## config.mk

```make
export PLATFORM = sky130hd
export DESIGN_NAME = traffic_light_monitor
export DESIGN_NICKNAME = d
export VERILOG_FILES = /design/src/rtl/traffic_light_monitor.sv
export SDC_FILE = /design/constraint.sdc
export NUM_CORES = 1
export LEC_CHECK = 0
export ABC_AREA = 1
export CAP_MARGIN = 20
export CORE_ASPECT_RATIO = 0.8
export CORE_MARGIN = 1
export CORE_UTILIZATION = 30
export DETAILED_ROUTE_END_ITERATION = 10
export PLACE_DENSITY_LB_ADDON = 0.12
export SLEW_MARGIN = 20
export SYNTH_ARGS = -nofsm -noshare
export SYNTH_HDL_FRONTEND = slang
export SYNTH_SLANG_ARGS = --single-unit
```

## constraint.sdc

```tcl
create_clock -name clk -period 2.54 [get_ports clk]
set_input_delay 0.381 -clock clk [delete_from_list [all_inputs] [get_ports clk]]
set_output_delay 0.381 -clock clk [all_outputs]
set_load 0.005 [all_outputs]
```

## src/rtl/traffic_light_monitor.sv

```systemverilog
`default_nettype none
// ============================================================================
// Module      : traffic_light_monitor
// Description : Independent safety monitor for a two-street traffic light
//               controller. Registers the six lamp outputs, decodes them
//               into a phase (P0..P3), and checks phase ordering and dwell
//               times against the timing plan. On a violation it latches a
//               fault code and requests a flashing-red lamp override.
//
// Ports       : clk          - clock (single domain)
//               reset        - synchronous reset, active high
//               Ra,Ya,Ga     - street A lamps from the controller
//               Rb,Yb,Gb     - street B lamps from the controller
//               clr          - synchronous fault-clear pulse (FAULT only)
//               phase        - current decoded phase
//               phase_valid  - monitor is tracking (RUN state)
//               dwell        - cycles spent in the current phase
//               fault        - latched fault flag
//               fault_code   - 0 none, 1 illegal pattern, 2 illegal
//                              transition, 3 min-dwell, 4 yellow overrun
//               ovr          - lamp override request
//               ovr_Ra/Rb    - flashing red, meaningful when ovr=1
//
// Revision    : 1.0 - initial release
// ============================================================================
module traffic_light_monitor #(
    parameter int CNT_W      = 28,
    parameter int MIN_GA     = 60_000_000,
    parameter int MIN_YEL    = 10_000_000,
    parameter int MAX_YEL    = 10_000_100,
    parameter int MIN_GB     = 50_000_000,
    parameter int GLITCH_CYC = 2,
    parameter int FLASH_HALF = 25_000_000
) (
    input  logic             clk,
    input  logic             reset,
    input  logic             Ra,
    input  logic             Ya,
    input  logic             Ga,
    input  logic             Rb,
    input  logic             Yb,
    input  logic             Gb,
    input  logic             clr,
    output logic [1:0]       phase,
    output logic             phase_valid,
    output logic [CNT_W-1:0] dwell,
    output logic             fault,
    output logic [2:0]       fault_code,
    output logic             ovr,
    output logic             ovr_Ra,
    output logic             ovr_Rb
);

    // Monitor states
    localparam logic [1:0] c_S_SYNC  = 2'd0;
    localparam logic [1:0] c_S_RUN   = 2'd1;
    localparam logic [1:0] c_S_FAULT = 2'd2;

    // Fault codes
    localparam logic [2:0] c_CODE_NONE  = 3'd0;
    localparam logic [2:0] c_CODE_ILL   = 3'd1;
    localparam logic [2:0] c_CODE_TRANS = 3'd2;
    localparam logic [2:0] c_CODE_MIN   = 3'd3;
    localparam logic [2:0] c_CODE_YOVR  = 3'd4;

    // Lamp vector order {Ra,Ya,Ga,Rb,Yb,Gb}
    localparam logic [5:0] c_PAT_P0 = 6'b001_100;   // Ga + Rb
    localparam logic [5:0] c_PAT_P1 = 6'b010_100;   // Ya + Rb
    localparam logic [5:0] c_PAT_P2 = 6'b100_001;   // Ra + Gb
    localparam logic [5:0] c_PAT_P3 = 6'b100_010;   // Ra + Yb

    localparam logic [CNT_W-1:0] c_MIN_GA     = CNT_W'(MIN_GA);
    localparam logic [CNT_W-1:0] c_MIN_YEL    = CNT_W'(MIN_YEL);
    localparam logic [CNT_W-1:0] c_MIN_GB     = CNT_W'(MIN_GB);
    localparam logic [CNT_W-1:0] c_YEL_OVR    = CNT_W'(MAX_YEL + 1);
    localparam logic [CNT_W-1:0] c_FLASH_HALF = CNT_W'(FLASH_HALF);
    localparam logic [CNT_W-1:0] c_FLASH_LAST = CNT_W'(2 * FLASH_HALF - 1);

    localparam int               c_ILL_W    = (GLITCH_CYC > 1) ? $clog2(GLITCH_CYC + 1) : 1;
    localparam logic [c_ILL_W-1:0] c_ILL_LAST = c_ILL_W'(GLITCH_CYC - 1);

    logic [1:0]         r_state;
    logic [5:0]         r_lamp;
    logic [1:0]         r_phase;
    logic               r_valid;
    logic [CNT_W-1:0]   r_dwell;
    logic               r_first;      // tracking the partial phase seen at sync
    logic [c_ILL_W-1:0] r_ill;        // consecutive illegal samples
    logic               r_fault;
    logic [2:0]         r_code;
    logic               r_ovr;
    logic               r_ovr_red;
    logic [CNT_W-1:0]   r_flash;

    logic               w_legal;
    logic [1:0]         w_dec;
    logic [1:0]         w_next_ph;
    logic [CNT_W-1:0]   w_min;
    logic [CNT_W-1:0]   w_dwell_inc;
    logic               w_ill_hit;
    logic               w_viol;
    logic [2:0]         w_code;
    logic [CNT_W-1:0]   w_flash_nxt;

    always_comb begin
        w_legal = 1'b1;
        w_dec   = 2'd0;
        case (r_lamp)
            c_PAT_P0: w_dec = 2'd0;
            c_PAT_P1: w_dec = 2'd1;
            c_PAT_P2: w_dec = 2'd2;
            c_PAT_P3: w_dec = 2'd3;
            default:  w_legal = 1'b0;
        endcase

        w_next_ph = r_phase + 2'd1;

        // Minimum dwell of the phase being left
        case (r_phase)
            2'd0:    w_min = c_MIN_GA;
            2'd2:    w_min = c_MIN_GB;
            default: w_min = c_MIN_YEL;
        endcase

        w_dwell_inc = (&r_dwell) ? r_dwell : r_dwell + CNT_W'(1);
        w_ill_hit   = !w_legal && (r_ill == c_ILL_LAST);

        // Violation detection; the if/else order gives code 1 > 2 > 3 > 4
        w_viol = 1'b0;
        w_code = c_CODE_NONE;
        if ((r_state == c_S_SYNC) || (r_state == c_S_RUN)) begin
            if (!w_legal) begin
                if (w_ill_hit) begin
                    w_viol = 1'b1;
                    w_code = c_CODE_ILL;
                end
            end else if (r_state == c_S_RUN) begin
                if (w_dec == r_phase) begin
                    // Yellow phases are the odd ones (P1, P3)
                    if (r_phase[0] && (w_dwell_inc == c_YEL_OVR)) begin
                        w_viol = 1'b1;
                        w_code = c_CODE_YOVR;
                    end
                end else if (w_dec == w_next_ph) begin
                    if (!r_first && (r_dwell < w_min)) begin
                        w_viol = 1'b1;
                        w_code = c_CODE_MIN;
                    end
                end else begin
                    w_viol = 1'b1;
                    w_code = c_CODE_TRANS;
                end
            end
        end

        w_flash_nxt = (r_flash == c_FLASH_LAST) ? '0 : r_flash + CNT_W'(1);
    end

    always_ff @(posedge clk) begin
        if (reset) begin
            r_state   <= c_S_SYNC;
            r_lamp    <= '0;
            r_phase   <= '0;
            r_valid   <= 1'b0;
            r_dwell   <= '0;
            r_first   <= 1'b0;
            r_ill     <= '0;
            r_fault   <= 1'b0;
            r_code    <= c_CODE_NONE;
            r_ovr     <= 1'b0;
            r_ovr_red <= 1'b0;
            r_flash   <= '0;
        end else begin
            r_lamp <= {Ra, Ya, Ga, Rb, Yb, Gb};

            case (r_state)
                c_S_SYNC, c_S_RUN: begin
                    if (w_viol) begin
                        // Phase and dwell stay frozen at their pre-fault values
                        r_state   <= c_S_FAULT;
                        r_fault   <= 1'b1;
                        r_code    <= w_code;
                        r_valid   <= 1'b0;
                        r_ovr     <= 1'b1;
                        r_ovr_red <= 1'b1;
                        r_flash   <= '0;
                        r_ill     <= '0;
                    end else if (!w_legal) begin
                        // Glitch being filtered: phase and dwell hold
                        r_ill <= r_ill + c_ILL_W'(1);
                    end else begin
                        r_ill <= '0;
                        if (r_state == c_S_SYNC) begin
                            r_phase <= w_dec;
                            r_dwell <= CNT_W'(1);
                            r_valid <= 1'b1;
                            r_first <= 1'b1;
                            r_state <= c_S_RUN;
                        end else if (w_dec == r_phase) begin
                            r_dwell <= w_dwell_inc;
                        end else begin
                            // Only a legal advance reaches here without a violation
                            r_phase <= w_dec;
                            r_dwell <= CNT_W'(1);
                            r_first <= 1'b0;
                        end
                    end
                end

                c_S_FAULT: begin
                    if (clr) begin
                        r_state   <= c_S_SYNC;
                        r_fault   <= 1'b0;
                        r_code    <= c_CODE_NONE;
                        r_ovr     <= 1'b0;
                        r_ovr_red <= 1'b0;
                        r_flash   <= '0;
                        r_ill     <= '0;
                    end else begin
                        // Red on for the first half of each flash period
                        r_flash   <= w_flash_nxt;
                        r_ovr_red <= (w_flash_nxt < c_FLASH_HALF);
                    end
                end

                default: r_state <= c_S_SYNC;
            endcase
        end
    end

    assign phase       = r_phase;
    assign phase_valid = r_valid;
    assign dwell       = r_dwell;
    assign fault       = r_fault;
    assign fault_code  = r_code;
    assign ovr         = r_ovr;
    assign ovr_Ra      = r_ovr_red;
    assign ovr_Rb      = r_ovr_red;

endmodule
`default_nettype wire

```

==> flow_summary.yaml <==
worst_setup_path:
  worstSetupStartpointType: "flop"
  rr_startpoint: "dwell[14]$_SDFFE_PP0P_"
  r2r_end: "dwell[9]$_SDFFE_PP0P_"
  cp.required_ns: 2.76
  critical_path_class: "flop to flop"
  path_common_cell: "nand2_1"
  crit_fanout: 8
  crit_path_start: "dwell[14]$_SDFFE_PP0P_"
  end_kind: "flop"
  crit_chain: "buf_6, nand2_2, nor2_4, nand2_2, nor2_2, nand2_1, nand2_1, nand2_1, nor2_2, nand2_1, nor2_2, nand2_2, nor2_4, nand2_1, nand2_1, nand2_1, nand2_2, nand2_4, nand2_8, buf_12, nand2_2, o21ai_1, nor2_1"
  critical_path_buf_inv_count: 2
  critPathCapture: "dwell[9]$_SDFFE_PP0P_"
  cpPeakStageDelay_ns: 0.35
  cp_top_family: "simple AND/OR/NAND/NOR gates"
  cp.arrival_ns: 2.92
  reg2reg_depth: 23
  cp.depth: 23
  slowest_stage: "dfxtp_2"
  r2r_slack_ns: -0.16
synth:
  synthCells: 922
  synth-seq-cells: 75
  ys_types: 41
  ys_seq_area_share_pct: 27.4
  yosys-top-cells-area: "dfxtp_1, nand2_1, nor2_1, inv_1, nand3_1"
  synth_area_per_cell_sq_um: 5.94
  synth_top_flop_cell: "dfxtp_1"
  synth-edff-count: 0
  yosysTopAreaCellShare_pct: 27.4
  ys_warn_count: 0
  yosys.area.top_type: "dfxtp_1"
  syn-num-nets: 949
  synth_area_sq_um: 5480
  ys_async_sr_fraction_pct: 0
placement:
  portBuffers: 46
  dp_slack_ns: -0.421
  dp_hpwl_mm: 16.0
  routabilityCongestion: 0.933
cells_and_area:
  fill_cells: 1832
  final_common_cell: "nand2_1"
  multiInputGateArea_sq_um: 4100
  nets: 1166
  area_delta_synth_final_pct: 58.2
  layout_common_cells: "nand2_1, buf_4, nor2_1"
  seqCellArea_sq_um: 1540
  drive_gt1_share_pct: 35.5
  diodes: 0
detailed_routing:
  drtIter0Drc: 515
  antenna_left: 0
  vias: 6686
  dr.pass1.iters: 5
  post_drt_wl_per_cell_um: 15.7
  drc: 0
  drt_wl_total_mm: 21.4
  viasPerCell: 4.88
timing:
  fin_crit_ns: 2.70
  relSlewSlack_pct: 56.5
  worstMarginPinSlew_ns: 0.650
  setup_violations: 48
  hold_viol: 0
  max_freq_mhz: 370
  skew_ns: 0.0102
  rsz0062_at_grt: "true"
  slew_viol_final: 0
  fin_crit_sh_pct: 106
  fin_ws_ns: -0.165
grt:
  grtUsageTotal_pct: 23.4
  grt_pass1_vias: 6039
  globalRouteOverflowTotal: 0
  antenna_found_initial: 0
  grt_pass1_wl_mm: 33.8
  grt_max_degree: 27
power_and_ir_drop:
  power_uw: 3980
  peakVddDrop_uv: 327
  powerDensity_nw_per_um2: 459
  p_leak_uw: 0.00365
cts:
  hold_buffers: 0
  cts_sinks: 75
  h-tree-depth: 3
  cts_buffers: 9
  cts-root-buf: "clkbuf_16"
  cts_tree: "built"
  clk_pin_slew_ns: 0.07
  clock_latency_ns: 0.35
  clk_path_buf_depth: 2
floorplan:
  row_count: 43
  dieArea_sq_um: 18800
  die_w_um: 153
  initial_utilization_pct: 31.1
  coreArea_sq_um: 17600
  die_y_um: 123
  boundaryPins: 47
status:
  status: "finished with violations"
  violations: "negative setup slack"
min_path:
  hold_path.class: "flop to flop"
flow_run:
  max-cap-violations: 0
## tightest hold or removal path, delay by kind of cell (launching register included)
family           cells  cell delay (ns)
AND/OR/NAND/NOR      1             0.06
AO/OA/AOI/OAI        1             0.06
flip-flops           1             0.31
## routing by layer
metal | GRT usage (%) | part of all wire [%] | vias to the layer above
met1 | 36.7 | 53 | 3052
met5 | 0 | 0 | -
met4 | 5.11 | 1.0 | 0
li1 | - | - | 3411
met2 | 30.1 | 37 | 204
met3 | 6.32 | 8.1 | 19
## per-stage QoR
stage	instances	utilization [%]	hold WS (ns)	setup TNS, ns	cell area, sq um
global placement	1317	41.1	0.461	-32.09	7230
global route	1369	49.2	0.487	-14.41	8660
CTS	1367	47.8	0.468	-0.986	8400
detailed placement	1317	41.1	0.456	-23.45	7230
finish	1369	49.2	0.470	-4.18	8660
floorplan	922	-	0.441	0	5490
## cell usage after synthesis (6+ instances only)
| cell | number |
|---|---|
| ha_1 | 18 |
| buf_2 | 6 |
| nor2_1 | 168 |
| a21oi_1 | 59 |
| nand2_1 | 256 |
| dfxtp_1 | 75 |
| nand4_1 | 24 |
| or2_2 | 12 |
| clkbuf_1 | 16 |
| xor2_1 | 18 |
| o21ai_0 | 25 |
| nor4_1 | 9 |
| nand3_1 | 68 |
| inv_1 | 92 |
| o21ai_1 | 10 |
| nor3_1 | 16 |
## power breakdown
part           switching, uW  internal [uW]  leakage [uW]
Combinational            723            602       0.00288
Clock                    627            702      0.000150
Sequential              66.2           1260      0.000621
## logic make-up (layout without fill, tap and decap cells)
| kind of cell | count (synthesis) | count (layout) | synth area share [%] |
|---|---|---|---|
| AND/OR/NAND/NOR | 573 | 573 | 45.0 |
| XOR/XNOR | 19 | 19 | 3.04 |
| flip-flops | 75 | 75 | 27.4 |
| AO/OA/AOI/OAI | 110 | 110 | 10.9 |
| adder cells (fa/ha/maj) | 18 | 18 | 4.11 |
| buffers and inverters | 127 | 349 | 9.60 |
## what timing repair did
item / CTS / global route
endpoints found under the hold margin: 0 / 0
setup endpoints to repair: 67 / 67
cloned: 3 / 1
pin swaps: 59 / 36
resized for setup: 185 / 75
setup buffers: 31 / 4
## flip-flops by register name, indices dropped and copies added, names as in the netlist
register and count:
r_ill 2, r_flash 28, ovr_Ra 1, r_state 2
phase 2, dwell 28, r_lamp 6, r_first 1
ovr 1, phase_valid 1, fault_code 3
## worst min path at each step
stage | start | to | slack (ns) | cells after the start
after CTS | r_ill[1]$_SDFFE_PP0P_ | r_ill[1]$_SDFFE_PP0P_ | 0.47 | 2
after global routing | r_first$_SDFFE_PP0P_ | r_first$_SDFFE_PP0P_ | 0.49 | 2
final | r_ill[1]$_SDFFE_PP0P_ | r_ill[1]$_SDFFE_PP0P_ | 0.47 | 2
after floorplan | r_first$_SDFFE_PP0P_ | r_first$_SDFFE_PP0P_ | 0.44 | 2
after global placement | r_ill[1]$_SDFFE_PP0P_ | r_ill[1]$_SDFFE_PP0P_ | 0.46 | 2
after detailed placement | r_ill[1]$_SDFFE_PP0P_ | r_ill[1]$_SDFFE_PP0P_ | 0.46 | 2
## area by class of cell
class / count / area share (%)
timing repair buffer: 234 / 23.6
tap: 225 / 3.25
sequential: 75 / 17.8
clock inverter: 7 / 0.881
inverter: 99 / 4.54
clock buffer: 9 / 2.60
multi-input combinational: 720 / 47.4
(Power assumes the default switching activity.)
